<file path="config.mk">
export PLATFORM = sky130hd
export DESIGN_NAME = bias_bank_streamer
export DESIGN_NICKNAME = d
export VERILOG_FILES = /design/src/rtl/bias_stream_pkg.sv /design/src/rtl/bias_mem.sv /design/src/rtl/bias_bank_streamer.sv
export SDC_FILE = /design/constraint.sdc
export NUM_CORES = 2
export LEC_CHECK = 0
export CAP_MARGIN = 5
export CELL_PAD_IN_SITES_DETAIL_PLACEMENT = 0
export CELL_PAD_IN_SITES_GLOBAL_PLACEMENT = 1
export CORE_ASPECT_RATIO = 1.1
export CORE_MARGIN = 4
export CORE_UTILIZATION = 55
export CTS_BUF_LIST = sky130_fd_sc_hd__clkbuf_16
export DETAILED_ROUTE_END_ITERATION = 10
export GPL_ROUTABILITY_DRIVEN = 0
export HOLD_SLACK_MARGIN = 0.15
export PLACE_DENSITY_LB_ADDON = 0.08
export REMOVE_ABC_BUFFERS = 1
export SETUP_SLACK_MARGIN = 0.1
export SLEW_MARGIN = 10
export SYNTH_ARGS = -nofsm -noshare
export SYNTH_HDL_FRONTEND = slang
export SYNTH_MEMORY_MAX_BITS = 65536
export SYNTH_SLANG_ARGS = --single-unit
</file>
<file path="constraint.sdc">
create_clock -name clk -period 4.1 [get_ports clk]
set_clock_uncertainty 0.05 [all_clocks]
set_input_delay 1.025 -clock clk [delete_from_list [all_inputs] [get_ports clk]]
set_output_delay 1.025 -clock clk [all_outputs]
set_load 0.01 [all_outputs]
</file>
<file path="src/rtl/bias_stream_pkg.sv">
`default_nettype none
// ============================================================================
//  Package     : bias_stream_pkg
//  Description : Shared definitions for the bias bank streamer: default
//                geometry, FSM state encoding and the layer descriptor type.
//  Revision    : 1.0  initial release
// ============================================================================
package bias_stream_pkg;

    // Default geometry of the bias bank.
    localparam int c_DEF_BIAS_W     = 16;
    localparam int c_DEF_DEPTH      = 256;
    localparam int c_DEF_NUM_LAYERS = 16;
    localparam int c_DEF_MAX_CH     = 48;
    localparam int c_DEF_AW         = $clog2(c_DEF_DEPTH);
    localparam int c_DEF_CW         = $clog2(c_DEF_MAX_CH + 1);

    // Streamer FSM encoding.
    typedef logic [1:0] state_t;
    localparam state_t c_ST_IDLE   = 2'd0;
    localparam state_t c_ST_PRIME  = 2'd1;
    localparam state_t c_ST_STREAM = 2'd2;

    // Per-layer descriptor at the default geometry.
    typedef struct packed {
        logic [c_DEF_AW-1:0] base;
        logic [c_DEF_CW-1:0] count;
    } desc_t;

endpackage
`default_nettype wire

</file>
<file path="src/rtl/bias_mem.sv">
`default_nettype none
// ============================================================================
//  Module      : bias_mem
//  Description : 1R1W bias bank, DEPTH x BIAS_W, synchronous read with one
//                cycle of latency. Read data holds while re is low, so the
//                streamer can use the read register as a pipeline stage.
//                Contents are not reset.
//  Ports       : clk           clock
//                we/waddr/wdata write port
//                re/raddr      read enable / address
//                rdata         registered read data
//  Revision    : 1.0  initial release
// ============================================================================
module bias_mem #(
    parameter int DEPTH  = 256,
    parameter int BIAS_W = 16,
    parameter int AW     = $clog2(DEPTH)
) (
    input  logic              clk,
    input  logic              we,
    input  logic [AW-1:0]     waddr,
    input  logic [BIAS_W-1:0] wdata,
    input  logic              re,
    input  logic [AW-1:0]     raddr,
    output logic [BIAS_W-1:0] rdata
);

    logic [BIAS_W-1:0] r_mem [DEPTH];
    logic [BIAS_W-1:0] r_rdata;

    always_ff @(posedge clk) begin
        if (we) begin
            r_mem[waddr] <= wdata;
        end
        if (re) begin
            r_rdata <= r_mem[raddr];
        end
    end

    assign rdata = r_rdata;

endmodule
`default_nettype wire

</file>
<file path="src/rtl/bias_bank_streamer.sv">
`default_nettype none
// ============================================================================
//  Module      : bias_bank_streamer
//  Description : Programmable bias bank with a per-layer descriptor table.
//                A start request streams the selected layer's biases one
//                channel per beat over valid/ready.
//  Ports       : clk, rst                    clock, sync active-high reset
//                cfg_we/cfg_addr/cfg_data    bias bank write
//                desc_we/desc_layer/
//                desc_base/desc_count        descriptor write
//                start/start_layer           stream request
//                busy                        stream in progress
//                out_valid/out_ready/
//                out_data/out_ch/out_last    beat stream
//                err                         one-cycle error pulse
//  Option      : BIAS_PACKED_OUT_EN adds packed_vec / packed_valid, a wide
//                vector of the whole layer for unconverted consumers.
//  Revision    : 1.0  initial release
// ============================================================================
module bias_bank_streamer
    import bias_stream_pkg::*;
#(
    parameter int BIAS_W     = c_DEF_BIAS_W,
    parameter int DEPTH      = c_DEF_DEPTH,
    parameter int NUM_LAYERS = c_DEF_NUM_LAYERS,
    parameter int MAX_CH     = c_DEF_MAX_CH,
    parameter int AW         = $clog2(DEPTH),
    parameter int LW         = $clog2(NUM_LAYERS),
    parameter int CW         = $clog2(MAX_CH + 1)
) (
    input  logic              clk,
    input  logic              rst,
    input  logic              cfg_we,
    input  logic [AW-1:0]     cfg_addr,
    input  logic [BIAS_W-1:0] cfg_data,
    input  logic              desc_we,
    input  logic [LW-1:0]     desc_layer,
    input  logic [AW-1:0]     desc_base,
    input  logic [CW-1:0]     desc_count,
    input  logic              start,
    input  logic [LW-1:0]     start_layer,
    output logic              busy,
    output logic              out_valid,
    input  logic              out_ready,
    output logic [BIAS_W-1:0] out_data,
    output logic [CW-1:0]     out_ch,
    output logic              out_last,
    output logic              err
`ifdef BIAS_PACKED_OUT_EN
    ,
    output logic [MAX_CH*BIAS_W-1:0] packed_vec,
    output logic                     packed_valid
`endif
);

    localparam logic [CW-1:0] c_MAX_CH    = CW'(MAX_CH);
    localparam logic [AW-1:0] c_LAST_ADDR = AW'(DEPTH - 1);

    state_t            r_state;
    state_t            w_state_nxt;

    logic [AW-1:0]     r_desc_base [NUM_LAYERS];
    logic [CW-1:0]     r_desc_cnt  [NUM_LAYERS];

    // Read issue side.
    logic [AW-1:0]     r_addr;
    logic [CW-1:0]     r_cnt;
    logic [CW-1:0]     r_issued;

    // Stage A: the bank read register plus its channel tag.
    logic              r_a_vld;
    logic [CW-1:0]     r_a_ch;
    logic              r_a_last;

    // Skid register: catches stage A when the consumer stalls.
    logic              r_s_vld;
    logic [BIAS_W-1:0] r_s_data;
    logic [CW-1:0]     r_s_ch;
    logic              r_s_last;

    logic              r_err;

    logic              w_idle;
    logic [CW-1:0]     w_start_cnt;
    logic              w_start_bad;
    logic              w_start_ok;
    logic              w_wr_blocked;
    logic              w_issue;
    logic              w_hs;
    logic              w_a_free;
    logic [BIAS_W-1:0] w_rdata;

    assign w_idle       = (r_state == c_ST_IDLE);
    assign w_start_cnt  = r_desc_cnt[start_layer];
    assign w_start_bad  = w_idle && start &&
                          ((w_start_cnt == '0) || (w_start_cnt > c_MAX_CH));
    assign w_start_ok   = w_idle && start && !w_start_bad;
    assign w_wr_blocked = !w_idle && (cfg_we || desc_we);

    // A new read may land in stage A only if A is empty or is leaving this
    // cycle (either to the consumer or into an empty skid register).
    assign w_issue = ((r_state == c_ST_PRIME) || (r_state == c_ST_STREAM)) &&
                     (r_issued != r_cnt) &&
                     (!r_a_vld || !r_s_vld || out_ready);

    // The skid register, when full, always holds the older beat.
    assign out_valid = r_s_vld || r_a_vld;
    assign out_data  = r_s_vld ? r_s_data : (r_a_vld ? w_rdata  : '0);
    assign out_ch    = r_s_vld ? r_s_ch   : (r_a_vld ? r_a_ch   : '0);
    assign out_last  = r_s_vld ? r_s_last : (r_a_vld && r_a_last);
    assign busy      = !w_idle;
    assign err       = r_err;

    assign w_hs     = out_valid && out_ready;
    assign w_a_free = r_a_vld && (!r_s_vld || w_hs);

    bias_mem #(
        .DEPTH  (DEPTH),
        .BIAS_W (BIAS_W),
        .AW     (AW)
    ) u_mem (
        .clk   (clk),
        .we    (cfg_we && w_idle),
        .waddr (cfg_addr),
        .wdata (cfg_data),
        .re    (w_issue),
        .raddr (r_addr),
        .rdata (w_rdata)
    );

    // ---------------------------------------------------------------- FSM
    always_ff @(posedge clk) begin
        if (rst) begin
            r_state <= c_ST_IDLE;
        end else begin
            r_state <= w_state_nxt;
        end
    end

    always_comb begin
        w_state_nxt = r_state;
        case (r_state)
            c_ST_IDLE:   if (w_start_ok) w_state_nxt = c_ST_PRIME;
            c_ST_PRIME:  w_state_nxt = c_ST_STREAM;
            c_ST_STREAM: if (w_hs && out_last) w_state_nxt = c_ST_IDLE;
            default:     w_state_nxt = c_ST_IDLE;
        endcase
    end

    // ---------------------------------------------------- descriptor table
    always_ff @(posedge clk) begin
        if (rst) begin
            for (int i = 0; i < NUM_LAYERS; i++) begin
                r_desc_base[i] <= '0;
                r_desc_cnt[i]  <= '0;
            end
        end else if (desc_we && w_idle) begin
            r_desc_base[desc_layer] <= desc_base;
            r_desc_cnt[desc_layer]  <= desc_count;
        end
    end

    // ------------------------------------------------------------ datapath
    always_ff @(posedge clk) begin
        if (rst) begin
            r_addr   <= '0;
            r_cnt    <= '0;
            r_issued <= '0;
            r_a_vld  <= 1'b0;
            r_a_ch   <= '0;
            r_a_last <= 1'b0;
            r_s_vld  <= 1'b0;
            r_s_data <= '0;
            r_s_ch   <= '0;
            r_s_last <= 1'b0;
            r_err    <= 1'b0;
        end else begin
            r_err <= w_start_bad || w_wr_blocked;

            if (w_start_ok) begin
                r_addr   <= r_desc_base[start_layer];
                r_cnt    <= w_start_cnt;
                r_issued <= '0;
            end else if (w_issue) begin
                r_addr   <= (r_addr == c_LAST_ADDR) ? '0 : r_addr + 1'b1;
                r_issued <= r_issued + 1'b1;
            end

            if (w_issue) begin
                r_a_vld  <= 1'b1;
                r_a_ch   <= r_issued;
                r_a_last <= (r_issued == r_cnt - 1'b1);
            end else if (w_a_free) begin
                r_a_vld  <= 1'b0;
            end

            if (r_s_vld) begin
                if (w_hs) begin
                    if (r_a_vld) begin
                        r_s_data <= w_rdata;
                        r_s_ch   <= r_a_ch;
                        r_s_last <= r_a_last;
                    end else begin
                        r_s_vld  <= 1'b0;
                    end
                end
            end else if (r_a_vld && !w_hs) begin
                r_s_vld  <= 1'b1;
                r_s_data <= w_rdata;
                r_s_ch   <= r_a_ch;
                r_s_last <= r_a_last;
            end
        end
    end

`ifdef BIAS_PACKED_OUT_EN
    // ------------------------------------------------------- packed output
    logic [MAX_CH*BIAS_W-1:0] r_packed_vec;
    logic                     r_packed_valid;

    always_ff @(posedge clk) begin
        if (rst) begin
            r_packed_vec   <= '0;
            r_packed_valid <= 1'b0;
        end else begin
            r_packed_valid <= w_hs && out_last;
            if (w_start_ok) begin
                r_packed_vec <= '0;
            end else if (w_hs) begin
                for (int k = 0; k < MAX_CH; k++) begin
                    if (out_ch == CW'(k)) begin
                        r_packed_vec[k*BIAS_W +: BIAS_W] <= out_data;
                    end
                end
            end
        end
    end

    assign packed_vec   = r_packed_vec;
    assign packed_valid = r_packed_valid;
`endif

endmodule
`default_nettype wire
</file>
==> results.toml <==
[run_status]
outcome = "finished clean"

[clock_tree]
cts_resized = 33
cts_root_buffer = "clkbuf_16"
ctsLongestPathBuffers = 4
cts_tree = "done"
hold_buffers = 0
cts_max_level = 5
clkTransAtPathRegs_ns = 0.06
clk_latency_ns = 1.00
clock-sinks = 4391
cts_made_buffers = 433
cts_setup_buffers = 0

[global_route]
met2_usage = 0.434
grt_pass1_vias = 80551
antenna_found_initial = 18
grt_pass1_wl_um = 604000
grt-ovfl-total = 0
gr-max-usage-layer = "met2"
grt_start_max_net_pins = 129
grt_use_total = 0.268
globalRouteMet3Util = 0.0472
use_met1 = 0.383

[critical_path]
endpoint_kind = "flop"
worstReg2RegEnd = "u_mem.rdata[6]"
r2r_slack_ns = 0.18
criticalPathCategory = "flop to flop"
cp.arrival_ns = 4.57
cp-start-kind = "flop"
reg2regPathDepth = 7
r2r_start = "r_addr[0]"
required_ns = 4.76
path_max_fanout = 47
crit_start = "r_addr[0]"
setup.worst_path.end = "u_mem.rdata[6]"

[routing]
wl_um = 421000
drt_iter0_drc = 9365
drc = 0
num_vias = 79342
antenna_left = 0
first_pass_iters = 5
routedWlPerCell_um = 33.8
vias_per_cell = 6.37

[finish]
fill_cells = 20182
nets = 8061
seq_area_um2 = 131000
multi_input_area_um2 = 37100
drive_above_1_share = 0.322
syn_to_final_growth_pct = 15.8
fin_util = 0.641

[timing]
fin_crit_sh = 0.955
fin_crit_ns = 3.92
setup_slack_ns = 0.184
setup_violations = 0
grt_setup_unrepaired = "false"
slew_viol_final = 0
hold_viol = 0
fmax_ghz = 0.255
worstMarginPinSlew_ns = 1.18
slew_headroom = 0.214

[yosys]
syn_area_um2 = 170000
ys.flop_type = "edfxtp_1"
avgSynthCellArea_um2 = 23.3
ys_warn_count = 0
synth-edff-count = 4336
yosysTopAreaCellShare = 0.766
yosysTopAreaCell = "edfxtp_1"
async_flop_share = 0
netlist_top_cells_area = "edfxtp_1 (77%), mux4_2 (18%), and2_1 (0.84%)"
synth_cell_types = 52
seq_area_frac_synth = 0.773
ys_seq_elements = 4391
syn_inst = 7292

[job]
maxCapViolations = 0

[placement]
pre_cts_slack_ns = -0.0103
io_buffers = 77
dp_hpwl_um = 260000

[floorplan]
io_pins = 78
die_h_um = 591
row_count = 213
die-area_um2 = 318000
core_um2 = 307000
die_w_um = 538
initial_core_util = 0.554

[power_and_ir_drop]
ir_worst_vdd_mv = 0.392
leakagePower_uw = 0.0614
power_density_nw_per_um2 = 578

[min_path]
hold_class = "flop to flop"
## registers in the layout, summed over array words and instances, names as in the netlist, 2 cells and up
signal / cells
r_s_ch: 6
r_s_data: 16
r_addr: 8
r_state: 2
u_mem.r_mem: 4096
r_issued: 6
u_mem.rdata: 16
r_a_ch: 6
r_desc_base: 128
r_desc_cnt: 96
r_cnt: 6
## logic make-up after synthesis
logic type	synth area share
muxes	0.186
buffers and inverters	0.0103
DFF	0.773
AOI/OAI and AO/OA	0.00638
and+or+nand+nor	0.0230
xor gates and xnor gates	0.000825
adders and majority gates	0.000515
## cell type report
| type | count | share of cell area |
|---|---|---|
| Tap cell | 4085 | 0.0260 |
| Clock buffer | 438 | 0.0557 |
| Clock inverter | 356 | 0.0157 |
| Multi-Input combinational cell | 2466 | 0.189 |
| Timing Repair Buffer | 699 | 0.0459 |
| Sequential cell | 4391 | 0.667 |
| Inverter | 11 | 0.000261 |
| Antenna cell | 11 | 0.000140 |
## cell usage in the layout, fill, tap and decap left out, drive strengths merged, types with 4 or more instances in the layout
cell | netlist | final
edfxtp | 4336 | 4336
mux4 | 1344 | 1344
buf | 155 | 641
clkbuf | 269 | 438
nor2 | 286 | 286
and2 | 227 | 227
clkinv | 0 | 192
nand2 | 151 | 151
mux2i | 133 | 133
inv | 11 | 115
a22oi | 72 | 72
clkdlybuf4s50 | 0 | 58
dfxtp | 55 | 55
bufinv | 0 | 50
a21oi | 45 | 45
o21ai | 36 | 36
nand3 | 25 | 25
nor3 | 25 | 25
or2 | 18 | 18
and4 | 16 | 16
diode | 0 | 11
nand2b | 10 | 10
clkinvlp | 0 | 10
xor2 | 9 | 9
nor2b | 9 | 9
xnor2 | 7 | 7
ha | 7 | 7
and3 | 6 | 6
nand3b | 4 | 4
nor4 | 4 | 4
## Yosys cell counts, types with 2 or more instances
master and number:
nor3b_1 3, o31ai_1 3, a221oi_1 2, buf_2 81, buf_4 2, buf_6 2, buf_1 70, ha_1 7
nor4_1 3, o21ai_0 34, dfxtp_1 55, nand2_1 151, o21ai_1 2, a22o_1 2, o211ai_1 2, or3_1 2
edfxtp_1 4336, a211oi_1 3, nand3b_1 4, nand3_1 25, or2_2 18, nand2b_1 10, mux2i_1 132, xnor2_1 7
nor2_1 285, a21oi_1 45, and3_1 6, or4_1 3, nor3_1 25, mux4_2 1337, inv_1 10, a22oi_1 72
and2_1 227, and4_1 16, or4b_1 2, nor2b_1 9, clkbuf_1 269, xor2_1 9, nand4_1 2, mux4_1 7
## metal layers
layer / part of all wire / routed length [um] / up-vias
met5: 0.000062 / 26 / -
met4: 0.032 / 13400 / 4
met3: 0.072 / 30100 / 584
met2: 0.50 / 209000 / 3102
met1: 0.40 / 168000 / 43196
li1: - / - / 32456
## metrics by stage
step | instances | area [um^2] | hold slack, ns | setup TNS (ns) | power, uW
floorplan | 6868 | 168000 | 0.381 | -962.50 | 61500
global placement | 11652 | 183000 | 0.392 | -0.332 | 75700
detailed placement | 11652 | 183000 | 0.397 | -0.0188 | 75900
CTS | 12446 | 197000 | 0.406 | 0 | 115000
global route | 12447 | 197000 | 0.421 | 0 | 118000
finish | 12457 | 197000 | 0.404 | 0 | 114000
## worst min path at each step
stage                      from     endpoint  slack [ns]  depth (start not counted)
finish              r_s_data[8]  r_s_data[8]        0.40                          2
detailed placement  r_s_data[3]  r_s_data[3]        0.40                          2
global route        r_s_data[3]  r_s_data[3]        0.42                          2
global placement    r_s_data[4]  r_s_data[4]        0.39                          2
CTS                 r_s_data[3]  r_s_data[3]        0.41                          2
floorplan             r_s_ch[0]    r_s_ch[0]        0.38                          2
## power by group
group	internal, uW	leakage [uW]	switching [uW]
combinational	11700	0.0145	13000
sequential	49700	0.0397	280
clock	22500	0.00723	16600
total	83900	0.0614	29900
## critical path, stage by stage, from the launching register on
cell and delay [ns]:
dfxtp_4 0.37, buf_12 0.20, buf_12 0.36, mux4_2 0.57, mux4_2 0.49, mux2i_1 0.65, a22oi_1 0.56, and4_1 0.36
No activity file was read; power rests on OpenSTA's default activity.
